### src/rtl/gnn_pkg.sv
// -----------------------------------------------------------------------------
// gnn_pkg
// Definitions shared by the gnn_layer_seq block and its bench:
//   - state_t : layer FSM states (IDLE, AGG, MAC, DONE)
//   - agg_w   : width of a neighbour-sum (input width + log2 of the node count)
//   - out_w   : width of a layer output (aggregate * weight, summed over F_IN)
//   - cnt_w   : counter width able to index 0..n-1 (at least 1 bit)
//   - *_idx   : LSB positions of elements inside the flattened buses
// -----------------------------------------------------------------------------
package gnn_pkg;

  typedef enum logic [1:0] {
    IDLE = 2'd0,
    AGG  = 2'd1,
    MAC  = 2'd2,
    DONE = 2'd3
  } state_t;

  function automatic int agg_w(input int in_w, input int n);
    return in_w + $clog2(n);
  endfunction

  function automatic int out_w(input int aw, input int w_w, input int f_in);
    return aw + w_w + $clog2(f_in);
  endfunction

  function automatic int cnt_w(input int n);
    return (n > 1) ? $clog2(n) : 1;
  endfunction

  // Node i, feature k of the feature bus.
  function automatic int x_idx(input int i, input int k, input int f_in, input int in_w);
    return (i * f_in + k) * in_w;
  endfunction

  // Bit set when node j feeds node i.
  function automatic int adj_idx(input int i, input int j, input int n);
    return i * n + j;
  endfunction

  // Weight from input feature k to output feature o.
  function automatic int w_idx(input int k, input int o, input int f_out, input int w_w);
    return (k * f_out + o) * w_w;
  endfunction

  // Node i, output feature o of the result bus.
  function automatic int y_idx(input int i, input int o, input int f_out, input int o_w);
    return (i * f_out + o) * o_w;
  endfunction

endpackage

### src/rtl/gnn_layer_seq_if.sv
// -----------------------------------------------------------------------------
// gnn_layer_seq_if
// Bundle-in / result-out handshake of one graph-convolution layer.
//   in_valid/in_ready   : input bundle handshake
//   x_flat, adj, w_flat : node features, adjacency mask, weight matrix
//   out_valid/out_ready : result handshake
//   y_flat              : per-node output features
// slave  = the layer, master = the producer/consumer driving it.
// -----------------------------------------------------------------------------
interface gnn_layer_seq_if #(
  parameter int N_NODES = 4,
  parameter int F_IN    = 4,
  parameter int F_OUT   = 2,
  parameter int IN_W    = 5,
  parameter int W_W     = 5
);
  import gnn_pkg::*;

  localparam int OUT_W = out_w(agg_w(IN_W, N_NODES), W_W, F_IN);

  logic                             in_valid;
  logic                             in_ready;
  logic [N_NODES*F_IN*IN_W-1:0]     x_flat;
  logic [N_NODES*N_NODES-1:0]       adj;
  logic [F_IN*F_OUT*W_W-1:0]        w_flat;
  logic                             out_valid;
  logic                             out_ready;
  logic [N_NODES*F_OUT*OUT_W-1:0]   y_flat;

  modport slave (
    input  in_valid, x_flat, adj, w_flat, out_ready,
    output in_ready, out_valid, y_flat
  );

  modport master (
    output in_valid, x_flat, adj, w_flat, out_ready,
    input  in_ready, out_valid, y_flat
  );

endinterface

### src/rtl/gnn_mac_unit.sv
// -----------------------------------------------------------------------------
// gnn_mac_unit
// Registered signed multiply-accumulate.
//   clk, rst : clock, asynchronous active-high reset
//   clr      : synchronous clear of the accumulator (wins over en)
//   en       : accumulate a*b this cycle
//   a, b     : signed operands
//   sum      : accumulator plus the current product (combinational), so the
//              caller can take the finished dot product in the same cycle
//              that it clears the accumulator.
// ACC_W must be at least A_W+B_W.
// -----------------------------------------------------------------------------
module gnn_mac_unit #(
  parameter int A_W   = 7,
  parameter int B_W   = 5,
  parameter int ACC_W = 14
) (
  input  logic                    clk,
  input  logic                    rst,
  input  logic                    clr,
  input  logic                    en,
  input  logic signed [A_W-1:0]   a,
  input  logic signed [B_W-1:0]   b,
  output logic signed [ACC_W-1:0] sum
);

  logic signed [ACC_W-1:0]   acc;
  logic signed [A_W+B_W-1:0] prod;

  assign prod = a * b;
  assign sum  = acc + ACC_W'(prod);

  // NOTE: state registers use non-blocking assignments so every flop samples
  // pre-edge values regardless of statement order.
  always_ff @(posedge clk or posedge rst) begin
    if (rst)      acc <= '0;
    else if (clr) acc <= '0;
    else if (en)  acc <= sum;
  end

endmodule

### src/rtl/gnn_layer_seq.sv
// -----------------------------------------------------------------------------
// gnn_layer_seq
// Time-multiplexed graph-convolution layer:
//   y[i][o] = act( sum_k ( sum_{j feeds i} x[j][k] ) * w[k][o] )
// A bundle is captured in IDLE, neighbour sums are built in AGG (one (i,j)
// pair per cycle, all features in parallel), the weight matrix is applied in
// MAC (one product per cycle on a shared multiplier), and the result is held
// in DONE until the consumer takes it.
// Ports:
//   clk, rst : clock, asynchronous active-high reset
//   bus      : gnn_layer_seq_if.slave (bundle in, result out)
//   busy     : FSM is not in IDLE
// -----------------------------------------------------------------------------
module gnn_layer_seq
  import gnn_pkg::*;
#(
  parameter int N_NODES   = 4,
  parameter int F_IN      = 4,
  parameter int F_OUT     = 2,
  parameter int IN_W      = 5,
  parameter int W_W       = 5,
  parameter int SELF_LOOP = 1,
  parameter int RELU_EN   = 1
) (
  input  logic            clk,
  input  logic            rst,
  gnn_layer_seq_if.slave  bus,
  output logic            busy
);

  localparam int AGG_W = agg_w(IN_W, N_NODES);
  localparam int OUT_W = out_w(AGG_W, W_W, F_IN);
  localparam int NW    = cnt_w(N_NODES);
  localparam int KW    = cnt_w(F_IN);
  localparam int OW    = cnt_w(F_OUT);

  state_t state, state_nxt;

  // AGG walks (ai, aj); MAC walks (mi, mo, mk). Innermost index runs fastest.
  logic [NW-1:0] ai, aj, mi;
  logic [OW-1:0] mo;
  logic [KW-1:0] mk;

  logic signed [IN_W-1:0]  x_r   [N_NODES][F_IN];
  logic                    adj_r [N_NODES][N_NODES];
  logic signed [W_W-1:0]   w_r   [F_IN][F_OUT];
  logic signed [AGG_W-1:0] agg_r [N_NODES][F_IN];
  logic signed [OUT_W-1:0] y_r   [N_NODES][F_OUT];

  logic                    capture, agg_last, agg_hit;
  logic                    k_last, o_last, i_last, mac_last;
  logic signed [OUT_W-1:0] mac_sum;
  logic [N_NODES*F_OUT*OUT_W-1:0] y_pack;

  assign capture  = (state == IDLE) && bus.in_valid;
  assign agg_last = (ai == NW'(N_NODES-1)) && (aj == NW'(N_NODES-1));
  assign agg_hit  = adj_r[ai][aj] || ((SELF_LOOP != 0) && (ai == aj));
  assign k_last   = (mk == KW'(F_IN-1));
  assign o_last   = (mo == OW'(F_OUT-1));
  assign i_last   = (mi == NW'(N_NODES-1));
  assign mac_last = i_last && o_last && k_last;

  // ---------------------------------------------------------------------------
  // FSM
  // ---------------------------------------------------------------------------
  always_ff @(posedge clk or posedge rst) begin
    if (rst) state <= IDLE;
    else     state <= state_nxt;
  end

  // NOTE: next-state gets a default before the case so no path leaves it
  // unassigned, which would otherwise infer a latch.
  always_comb begin
    state_nxt = state;
    unique case (state)
      IDLE: if (bus.in_valid)  state_nxt = AGG;
      AGG:  if (agg_last)      state_nxt = MAC;
      MAC:  if (mac_last)      state_nxt = DONE;
      DONE: if (bus.out_ready) state_nxt = IDLE;
      default:                 state_nxt = IDLE;
    endcase
  end

  assign bus.in_ready  = (state == IDLE);
  assign bus.out_valid = (state == DONE);
  assign busy          = (state != IDLE);

  // ---------------------------------------------------------------------------
  // Shared multiplier: aggregate of node mi, feature mk times weight mk->mo.
  // Cleared outside MAC and after each finished dot product.
  // ---------------------------------------------------------------------------
  gnn_mac_unit #(
    .A_W   (AGG_W),
    .B_W   (W_W),
    .ACC_W (OUT_W)
  ) u_mac (
    .clk (clk),
    .rst (rst),
    .clr ((state != MAC) || k_last),
    .en  (state == MAC),
    .a   (agg_r[mi][mk]),
    .b   (w_r[mk][mo]),
    .sum (mac_sum)
  );

  // ---------------------------------------------------------------------------
  // Capture, aggregation and result storage
  // ---------------------------------------------------------------------------
  // NOTE: the storage arrays are reset explicitly because reset must abort to
  // an all-cleared state (y_flat reads 0 straight out of reset).
  always_ff @(posedge clk or posedge rst) begin
    if (rst) begin
      ai <= '0; aj <= '0; mi <= '0; mo <= '0; mk <= '0;
      for (int i = 0; i < N_NODES; i++) begin
        for (int k = 0; k < F_IN; k++) begin
          x_r[i][k]   <= '0;
          agg_r[i][k] <= '0;
        end
        for (int j = 0; j < N_NODES; j++) adj_r[i][j] <= 1'b0;
        for (int o = 0; o < F_OUT; o++)   y_r[i][o]   <= '0;
      end
      for (int k = 0; k < F_IN; k++)
        for (int o = 0; o < F_OUT; o++) w_r[k][o] <= '0;
    end else begin
      unique case (state)
        IDLE: begin
          if (capture) begin
            ai <= '0; aj <= '0; mi <= '0; mo <= '0; mk <= '0;
            for (int i = 0; i < N_NODES; i++) begin
              for (int k = 0; k < F_IN; k++) begin
                x_r[i][k]   <= bus.x_flat[x_idx(i, k, F_IN, IN_W) +: IN_W];
                agg_r[i][k] <= '0;
              end
              for (int j = 0; j < N_NODES; j++)
                adj_r[i][j] <= bus.adj[adj_idx(i, j, N_NODES)];
            end
            for (int k = 0; k < F_IN; k++)
              for (int o = 0; o < F_OUT; o++)
                w_r[k][o] <= bus.w_flat[w_idx(k, o, F_OUT, W_W) +: W_W];
          end
        end

        AGG: begin
          if (agg_hit)
            for (int k = 0; k < F_IN; k++)
              agg_r[ai][k] <= agg_r[ai][k] + AGG_W'(x_r[aj][k]);
          if (aj == NW'(N_NODES-1)) begin
            aj <= '0;
            ai <= (ai == NW'(N_NODES-1)) ? '0 : ai + 1'b1;
          end else begin
            aj <= aj + 1'b1;
          end
        end

        MAC: begin
          if (k_last) begin
            y_r[mi][mo] <= ((RELU_EN != 0) && mac_sum[OUT_W-1]) ? '0 : mac_sum;
            mk <= '0;
            if (o_last) begin
              mo <= '0;
              mi <= i_last ? '0 : mi + 1'b1;
            end else begin
              mo <= mo + 1'b1;
            end
          end else begin
            mk <= mk + 1'b1;
          end
        end

        default: ;
      endcase
    end
  end

  always_comb begin
    y_pack = '0;
    for (int i = 0; i < N_NODES; i++)
      for (int o = 0; o < F_OUT; o++)
        y_pack[y_idx(i, o, F_OUT, OUT_W) +: OUT_W] = y_r[i][o];
  end

  assign bus.y_flat = y_pack;

endmodule

### src/flat_wrapper.sv
// flat-port wrapper written by rule: the top's interface ports become plain ports
module gnn_layer_seq_flat import gnn_pkg::*;
#(
  parameter int N_NODES   = 4,
  parameter int F_IN      = 4,
  parameter int F_OUT     = 2,
  parameter int IN_W      = 5,
  parameter int W_W       = 5,
  parameter int SELF_LOOP = 1,
  parameter int RELU_EN   = 1
)
  (clk, rst, busy, bus_in_valid, bus_x_flat, bus_adj, bus_w_flat, bus_out_ready, bus_in_ready, bus_out_valid, bus_y_flat);
  gnn_layer_seq_if #(.N_NODES(N_NODES), .F_IN(F_IN), .F_OUT(F_OUT), .IN_W(IN_W), .W_W(W_W)) bus_i ();
  input  logic clk;
  input  logic rst;
  output logic busy;
  input wire logic [$bits(bus_i.in_valid)-1:0] bus_in_valid;
  input wire logic [$bits(bus_i.x_flat)-1:0] bus_x_flat;
  input wire logic [$bits(bus_i.adj)-1:0] bus_adj;
  input wire logic [$bits(bus_i.w_flat)-1:0] bus_w_flat;
  input wire logic [$bits(bus_i.out_ready)-1:0] bus_out_ready;
  output wire logic [$bits(bus_i.in_ready)-1:0] bus_in_ready;
  output wire logic [$bits(bus_i.out_valid)-1:0] bus_out_valid;
  output wire logic [$bits(bus_i.y_flat)-1:0] bus_y_flat;
  assign bus_i.in_valid = bus_in_valid;
  assign bus_i.x_flat = bus_x_flat;
  assign bus_i.adj = bus_adj;
  assign bus_i.w_flat = bus_w_flat;
  assign bus_i.out_ready = bus_out_ready;
  assign bus_in_ready = bus_i.in_ready;
  assign bus_out_valid = bus_i.out_valid;
  assign bus_y_flat = bus_i.y_flat;
  gnn_layer_seq #(.N_NODES(N_NODES), .F_IN(F_IN), .F_OUT(F_OUT), .IN_W(IN_W), .W_W(W_W), .SELF_LOOP(SELF_LOOP), .RELU_EN(RELU_EN)) u_core (.clk(clk), .rst(rst), .bus(bus_i), .busy(busy));
endmodule
### config.mk
export PLATFORM = sky130hd
export DESIGN_NAME = gnn_layer_seq_flat
export DESIGN_NICKNAME = d
export VERILOG_FILES = /design/src/rtl/gnn_pkg.sv /design/src/rtl/gnn_layer_seq_if.sv /design/src/rtl/gnn_mac_unit.sv /design/src/rtl/gnn_layer_seq.sv /design/src/flat_wrapper.sv
export SDC_FILE = /design/constraint.sdc
export NUM_CORES = 1
export LEC_CHECK = 0
export BUFFER_PORTS_ARGS = -buffer_cell sky130_fd_sc_hd__buf_2
export CORE_ASPECT_RATIO = 1.1
export CORE_MARGIN = 2
export CORE_UTILIZATION = 60
export DETAILED_ROUTE_END_ITERATION = 8
export PLACE_DENSITY = 0.82
export SYNTH_ARGS = -nofsm -noshare
export SYNTH_HDL_FRONTEND = slang
export SYNTH_SLANG_ARGS = --single-unit
### constraint.sdc
create_clock -name clk -period 18.38 [get_ports clk]
set_input_delay 1.838 -clock clk [delete_from_list [all_inputs] [get_ports clk]]
set_output_delay 1.838 -clock clk [all_outputs]
set_load 0.02 [all_outputs]
; Yosys cells after proc, flatten, opt, wreduce, memory -nomap -nowiden
; Index checks and enable logic that the tools add are counted.
[word_totals]
regBits = 385
input_bits = 140
out_inout_bits = 115
word_cells = 204
[classes]
addsub = 10
mul = 1
order_cmp = 8
eq_ne = 18
mux = 68
bitwise_logic = 5
reduce_logical = 23
[ops]
columns = cell, count
row1 = bitwise mux 112 bit, 5
row2 = demux 28 bit (select 2 bit), 5
row3 = two-way mux 112 bit, 2
row4 = case mux 112 bit (2 select lines), 1
row5 = two-way mux 28 bit, 6
row6 = binary-select mux 28 bit (select 2 bit), 2
row7 = two-way mux 14 bit, 4
row8 = binary-select mux 20 bit (select 2 bit), 1
row9 = two-way mux 20 bit, 2
row10 = adder 7 x 5 -> 7 bit, 4
row11 = two-way mux 2 bit, 12
row12 = two-way mux 21 bit, 1
row13 = two-way mux 7 bit, 3
row14 = binary-select mux 10 bit (select 2 bit), 1
row15 = two-way mux 10 bit, 2
row16 = case mux 2 bit (2 select lines), 4
row17 = two-way mux 5 bit, 3
row18 = adder 14 x 12 -> 14 bit, 1
row19 = binary-select mux 7 bit (select 2 bit), 1
row20 = demux 14 bit (select 1 bit), 1
row21 = != test 2 x 1 -> 1 bit (second input constant), 7
row22 = two-way mux 13 bit, 1
row23 = equality test 2 bit (second input constant), 6
row24 = >= comparator 3 bit (second input constant), 4
row25 = 24 further kinds, 54

; Longest topological paths before layout
; Gate-level depths: netlist (run 1).
[depth]
word_depth = 11
mapped_depth = 20
depth_no_buf = 15

; Modules after synthesis
; A second synthesis (run 1) with hierarchy kept.
[unflattened]
cells_unflattened = 1467
area_unflattened_um2 = 19227.2
[by_module_without_submodules]
columns = module, instances, cells_each, area_per_inst_um2, seq_area_each_um2
row1 = gnn_layer_seq, 1, 1224, 16814.9, 9083.7
row2 = gnn_mac_unit, 1, 243, 2412.3, 350.3

; Least setup slack after synthesis (run 1)
; No wires, ideal clock.
[synth_path]
kind = register -> register
from = reg u_core.mi[0]
to = reg u_core.y_r (netlist bit u_core.bus.y_flat[82])
setup_ps = 148
arrival_time_ps = 5863
required_time_ps = 18232
setup_slack_ps = 12369
stages_incl_launch_ff = 20
path_buffers = 5
period_less_slack_ps = 6011
cell_sequence = dfrtp_1 clkbuf_1 buf_2 mux4_2 mux4_2 or2_2 fa_1 fa_1 inv_1 fa_1 fa_1 fa_1 a21oi_1 nand4b_1 and3b_1 o21a_1 clkbuf_1 buf_2 buf_1 o41ai_1
[synth_between]
elab_chain_len = 11
word_cells_on_any_way = 16
classes_between = add/sub: 1 / mul: 1 / order compare: 2 / mux: 10 / bitwise: 1 / reduce/logical: 1
[synth_lines]
columns = element, line_no
row1 = start: declaration, gnn_layer_seq.sv:40  ; logic [NW-1:0] ai, aj, mi;
row2 = start signal: assignment, gnn_layer_seq.sv:161  ; mi <= i_last ? '0 : mi + 1'b1;
row3 = inverter 2 -> 3 bit (*), "gnn_layer_seq.sv:101, gnn_layer_seq.sv:157"
row4 = binary-select mux 28 bit (select 2 bit), gnn_layer_seq.sv:101  ; .a (agg_r[mi][mk]),
row5 = two-way mux 28 bit (not written as such) (2 in a row), gnn_layer_seq.sv:101
row6 = binary-select mux 7 bit (select 2 bit), gnn_layer_seq.sv:101
row7 = two-way mux 7 bit (not written as such) (2 in a row), gnn_layer_seq.sv:101
row8 = multiplier 7 x 5 -> 12 bit, gnn_mac_unit.sv:30  ; assign prod = a * b;
row9 = adder 14 x 12 -> 14 bit, gnn_mac_unit.sv:31  ; assign sum = acc + ACC_W'(prod);
row10 = two-way mux 13 bit, gnn_layer_seq.sv:157  ; y_r[mi][mo] <= ((RELU_EN != 0) && mac_sum[OUT_W-1]) ? '0 : mac_sum;
row11 = bitwise mux 112 bit (*), gnn_layer_seq.sv:157
row12 = end signal: indexed assignment, gnn_layer_seq.sv:157
row13 = end: declaration, gnn_layer_seq.sv:48  ; logic signed [OUT_W-1:0] y_r [N_NODES][F_OUT];
; Mark *: on every way between the ends. The rest lies on a longest branch, timed or not. The select of a mux whose other input is x is not followed.
; A chain may end at the register's enable or synchronous reset.

; Final worst setup path (run 1)
[layout_path]
from = reg u_core.mk[1]
to = reg u_core.y_r (netlist bit u_core.bus.y_flat[40])
[layout_between]
elab_chain_len = 11
word_cells_on_any_way = 16
classes_between = add/sub: 1 / mul: 1 / eq/ne: 1 / mux: 11 / bitwise: 1 / reduce/logical: 1
[layout_lines]
columns = element, line_no
row1 = start: declaration, gnn_layer_seq.sv:42  ; logic [KW-1:0] mk;
row2 = start signal: assignment, gnn_layer_seq.sv:166  ; mk <= mk + 1'b1;
row3 = inverter 2 -> 3 bit (not written as such), "gnn_layer_seq.sv:101, gnn_layer_seq.sv:102"
row4 = binary-select mux 10 bit (select 2 bit), gnn_layer_seq.sv:102  ; .b (w_r[mk][mo]),
row5 = two-way mux 10 bit (not written as such) (2 in a row), gnn_layer_seq.sv:102
row6 = two-way mux 5 bit (not written as such) (3 in a row), gnn_layer_seq.sv:102
row7 = multiplier 7 x 5 -> 12 bit, gnn_mac_unit.sv:30
row8 = adder 14 x 12 -> 14 bit, gnn_mac_unit.sv:31
row9 = two-way mux 13 bit, gnn_layer_seq.sv:157
row10 = bitwise mux 112 bit, gnn_layer_seq.sv:157
; Several ways; a longest one is shown, not always the timed one. The select of a mux whose other input is x is not followed.

==> impl_metrics.yaml, run 1 <==
synthesis:
  synth_ff_type: "dfrtp_1"
  syn_area_per_cell_um2: 13.5
  synth.top_cell.area_share_pct: 48.0
  synth-edff-count: 0
  syn_inst: 1445
  synth.distinct_cells: 55
  synth.largest_area_cell: "dfrtp_1"
  synth_area_leaders: "dfrtp_1 (48%), mux4_2 (11%), mux2_2 (7.6%)"
  synth_seq_area_share_pct: 48.0
  ys_ff_latch: 373
  syn_area_um2: 19400
  yosys_warnings: 0
  async_flop_share_pct: 100
die:
  die_area_um2: 33900
  coreArea_um2: 32100
  rows: 69
  start_util_pct: 60.5
  io_pins: 255
  die_x_um: 176
  die_h_um: 193
detailed_routing:
  vias_per_cell: 6.44
  dr_total_vias: 13492
  first_iter_violations: 1219
  drc: 0
  postRouteAntennaNets: 0
  drt_pass1_iterations: 7
  routed_wl_um: 46500
  wl_per_cell_um: 22.2
sta:
  rsz0062_at_grt: "false"
  max_freq_mhz: 142
  fin_tns_setup_ps: 0
  period_share_pct: 38.3
  hold_violations: 0
  fin_skew_ps: 16.2
  finalSetupViolations: 0
  max_slew.worst_pin.slew_ps: 1240
  slew_viol_final: 0
  min_period_ps: 7030
  relSlewSlack_pct: 16.8
cts:
  cts_setup_buffers: 0
  cts.sinks: 373
  cts_repair_resize_count: 0
  ctsLongestPathBuffers: 3
  numCtsBuffers: 38
  cts_hold_buffers: 0
  cts_root_buf: "clkbuf_16"
  h-tree-depth: 2
  clk_pin_slew_worst_paths_ps: 60
  insertion_delay_ps: 540
  cts_tree: "yes"
critical_path:
  cpMostUsedCell: "fa_1"
  path_cells: "mux4_2 > mux2i_1 > nor2b_1 > fa_1 > fa_1 > fa_1 > ha_1 > ha_1 > a2111oi_0 > o211ai_1 > a2111oi_0 > nor3b_2 > o41ai_1"
  cp-start-kind: "flip-flop"
  cp_max_fo: 19
  critPathRequiredTime_ps: 18780
  cpMaxStageDelayCell: "dfrtp_1"
  critPathArrivalTime_ps: 7430
  end_kind: "flip-flop"
  cp_slowest_stage_delay_ps: 1000
  r2r_slack_ps: 11350
  path_class: "flip-flop to flip-flop"
global_routing:
  top_usage_layer: "met2"
  grt_max_degree: 186
  antenna_found_initial: 0
  grt_pass1_wl_um: 74000
  gr-usage-met3_pct: 4.71
  first_global_vias: 13830
  grt_use_total_pct: 27.7
  grt_overflow: 0
  gr-usage-met2_pct: 48.3
  met1_usage_pct: 35.6
cells_and_area:
  final_common_cell: "dfrtp_1"
  nNetsFinal: 1891
  post-route-util_pct: 68.6
  num_antenna_cells: 0
  mostFrequentLayoutCells: "dfrtp_1 (370), buf_2 (242), mux2_2 (132), nand2_1 (117), a22o_1 (114)"
  drive_above_1_share_pct: 33.9
  nFillCells: 2197
  areaGrowthSynthToFinish_pct: 13.4
placement:
  io_buffers: 242
  place_congestion: 0.823
  hpwl_um: 29900
flow_run:
  maxCapViolations: 0
hold_path:
  hp-class: "flip-flop to flip-flop"
status:
  status: "complete, no violations"
per-stage QoR:
stage	instance area, µm²	hold slack [ps]	instances	worst slack [ps]
after floorplan	19500	467	1452	6180
after global placement	20800	449	2027	11780
after detailed placement	20800	455	2027	11550
after CTS	22000	469	2095	11480
after global routing	22000	489	2095	11100
final	22000	471	2095	11350
cell usage after synthesis (all sizes together), types with 2 or more instances:
master / instances
dfrtp: 373
mux2: 132
nand2: 122
a22o: 114
o41ai: 96
mux4: 95
ha: 67
clkbuf: 62
buf: 51
inv: 48
fa: 43
nor2: 28
nor2b: 28
a21oi: 25
xnor2: 22
a21o: 15
o21ai: 12
o31ai: 12
xor2: 12
nand3: 11
mux2i: 9
nand2b: 8
nand4: 6
clkinv: 5
nor3: 5
and3: 4
o2bb2ai: 4
o311ai: 4
a2111o: 3
a2111oi: 3
a32o: 3
o21a: 3
a221o: 2
o211ai: 2
or2: 2
or3b: 2
logic make-up after synthesis:
kind of cell / count (synthesis) / share of synthesized area [%]
AOI/OAI and AO/OA: 305 / 13.2
xor gates and xnor gates: 34 / 1.53
adders and majority gates: 110 / 8.74
buffers and inverters: 166 / 4.27
DFF: 373 / 48.0
muxes: 236 / 19.1
other: 1 / 0.0193
and+or+nand+nor: 220 / 5.16
state kept, by name (all words and copies together) (netlist names):
register,flops
u_core.adj_r,12
u_core.agg_r,112
u_core.ai,2
u_core.aj,2
u_core.bus.y_flat,104
u_core.mi,2
u_core.mk,2
u_core.mo,1
u_core.state,2
u_core.u_mac.acc,14
u_core.w_r,40
u_core.x_r,80
worst paths after layout:
path                                  startpoint                     to  cells after the start
max in group asynchronous                    rst           u_core.aj[0]                      4
min reg2reg                u_core.bus.y_flat[46]  u_core.bus.y_flat[46]                      2
min                        u_core.bus.y_flat[46]  u_core.bus.y_flat[46]                      2
max reg2reg                         u_core.mk[1]  u_core.bus.y_flat[40]                     13
min in group asynchronous                    rst  u_core.bus.y_flat[87]                      2
max                                 u_core.mk[1]  u_core.bus.y_flat[40]                     13
per-layer routing:
metal / vias up / routed length (µm)
met4: 0 / 1160
met1: 6887 / 17900
li1: 5849 / -
met5: - / 0
met2: 649 / 23900
met3: 107 / 3530
critical path, delay by kind of cell, from the launching register on:
kind | cells | cell delay [ps]
fa+ha+maj | 5 | 2240
compound gates | 4 | 1880
mux | 2 | 1030
flops | 1 | 1000
simple gates | 2 | 730
final cells by class:
cell class | count | area, µm² | area share (%)
flip-flops and latches | 373 | 9340 | 42.4
clock buffers | 56 | 1090 | 4.94
multi-input cells | 913 | 9320 | 42.3
clock inverters | 12 | 181 | 0.823
well taps | 426 | 533 | 2.42
inverters | 53 | 206 | 0.936
repair buffers | 262 | 1370 | 6.23
Power of run 1 is not shown: default switching activity piles up to over one toggle a cycle in this logic, so the estimate is an artifact.
==> inputs of run 2 (changes only) <==
--- a/config.mk
+++ b/config.mk
@@ -8,9 +8,9 @@
 export BUFFER_PORTS_ARGS = -buffer_cell sky130_fd_sc_hd__buf_2
 export CORE_ASPECT_RATIO = 1.1
 export CORE_MARGIN = 2
-export CORE_UTILIZATION = 60
+export CORE_UTILIZATION = 53
 export DETAILED_ROUTE_END_ITERATION = 8
-export PLACE_DENSITY = 0.82
+export PLACE_DENSITY = 0.77
 export SYNTH_ARGS = -nofsm -noshare
 export SYNTH_HDL_FRONTEND = slang
 export SYNTH_SLANG_ARGS = --single-unit
==> constraint.sdc (replaced) <==
create_clock -name clk -period 6 [get_ports clk]
set_input_delay 0.6 -clock clk [delete_from_list [all_inputs] [get_ports clk]]
set_output_delay 0.6 -clock clk [all_outputs]
set_load 0.02 [all_outputs]
==> impl_metrics.yaml, run 2 (same netlist as run 1, synthesis figures left out) <==
cts:
  cts_tree: "yes"
  ctsLongestPathBuffers: 3
  numCtsBuffers: 39
  insertion_delay_ps: 550
  cts_root_buf: "clkbuf_16"
  h-tree-depth: 2
  cts.sinks: 373
  clk_pin_slew_worst_paths_ps: 60
critical_path:
  end_kind: "flip-flop"
  path_cells: "buf_12 > buf_12 > mux4_2 > mux4_2 > or2_2 > fa_1 > fa_1 > inv_1 > fa_1 > fa_1 > fa_2 > a21oi_2 > nand4b_1 > and3b_2 > nor3_4 > clkbuf_16 > o41ai_2"
  path_class: "flip-flop to flip-flop"
  cpMostUsedCell: "fa_1"
  cpMaxStageDelayCell: "mux4_2"
  cp_max_fo: 21
  cp_slowest_stage_delay_ps: 540
  critPathRequiredTime_ps: 6400
  cp-start-kind: "flip-flop"
  r2r-start: "u_core.mi[0]"
  critPathArrivalTime_ps: 6350
  cp-startpoint: "u_core.mi[0]"
sta:
  hold_violations: 0
  min_period_ps: 5940
  slew_viol_final: 0
  period_share_pct: 99.0
  fin_tns_setup_ps: 0
  max_freq_mhz: 168
  max_slew.worst_pin.slew_ps: 1350
  relSlewSlack_pct: 9.85
  finalSetupViolations: 0
  fin_skew_ps: 14.4
  holdWs_ps: 228
placement:
  placed_cell_area_um2: 21200
  io_buffers: 242
  place_congestion: 0.807
  hpwl_um: 31900
die:
  coreArea_um2: 36200
  io_pins: 255
  die_h_um: 205
  die_area_um2: 38200
  die_x_um: 187
  start_util_pct: 53.8
  rows: 73
detailed_routing:
  routed_wl_um: 49000
  first_iter_violations: 979
  postRouteAntennaNets: 0
  vias_per_cell: 6.25
  drc: 0
  drt_pass1_iterations: 5
  dr_total_vias: 13719
  wl_per_cell_um: 22.3
cells_and_area:
  nNetsFinal: 1928
  largest_reg_flops: 112
  drive_above_1_share_pct: 38.5
  mostFrequentLayoutCells: "dfrtp_1 (370), buf_2 (242), mux2_2 (132), nand2_1 (117), a22o_1 (114)"
  regMostFlops: "u_core.agg_r"
  post-route-util_pct: 63.4
  final_common_cell: "dfrtp_1"
  finalInstanceArea_um2: 22900
  areaGrowthSynthToFinish_pct: 18.0
status:
  status: "complete, no violations"
global_routing:
  antenna_found_initial: 1
  grt_pass1_wl_um: 76700
  grt_overflow: 0
  first_global_vias: 14136
  grt_max_degree: 151
  grt_use_total_pct: 25.3
flow_run:
  maxCapViolations: 0
hold_path:
  hp-class: "input port to asynchronous set/reset pin"
## run 2: per-stage QoR
| step | worst slack, ps | std cells |
|---|---|---|
| after floorplan | 29.0 | 1452 |
| after global placement | 43.4 | 2116 |
| after detailed placement | -83.8 | 2116 |
| after CTS | 0.0693 | 2188 |
| after global routing | -64.3 | 2195 |
| final | 57.9 | 2195 |
## run 2: worst paths after layout
check                           slack, ps                     to  depth (start not counted)
max in group asynchronous            4480       u_core.agg_r[31]                          3
min in group clk                      280         u_core.x_r[51]                          2
worst max register to register         60  u_core.bus.y_flat[18]                         17
worst min register to register        470  u_core.bus.y_flat[90]                          2
worst max-delay path                   60  u_core.bus.y_flat[18]                         17
worst min-delay path                  230  u_core.bus.y_flat[84]                          2
## run 2: repair_timing
action / 4_1_cts / 5_1_grt
hold buffers: 0 / 0
setup endpoints to repair: 61 / 97
gates cloned: 0 / 2
gates resized for setup: 3 / 64
setup buffers: 2 / 4
pin swaps: 0 / 8
## run 2: metal layers
| metal | GRT usage (%) | share of wire [%] |
|---|---|---|
| met1 | 32.6 | 39 |
| met4 | 8.93 | 3.4 |
| met5 | 0 | 0 |
| met2 | 43.0 | 50 |
| met3 | 4.90 | 7.3 |
## run 2: cell type report
type / instances / area [µm²]
repair buffers: 298 / 1790
clock inverters: 16 / 198
fillers: 2669 / 13200
diodes: 1 / 2.50
multi-input cells: 913 / 9710
inverters: 53 / 203
clock buffers: 54 / 1090
well taps: 487 / 609
flip-flops and latches: 373 / 9340
## run 2: critical path, delay by kind of cell, from the launching register on
family / cells / cell delay [ps]
AND/OR/NAND/NOR: 4 / 830
AO/OA/AOI/OAI: 2 / 630
flip-flops: 1 / 380
buffers and inverters: 4 / 600
adder cells (fa/ha/maj): 5 / 2310
multiplexers: 2 / 1050
Power of run 2 is left out for the same reason.
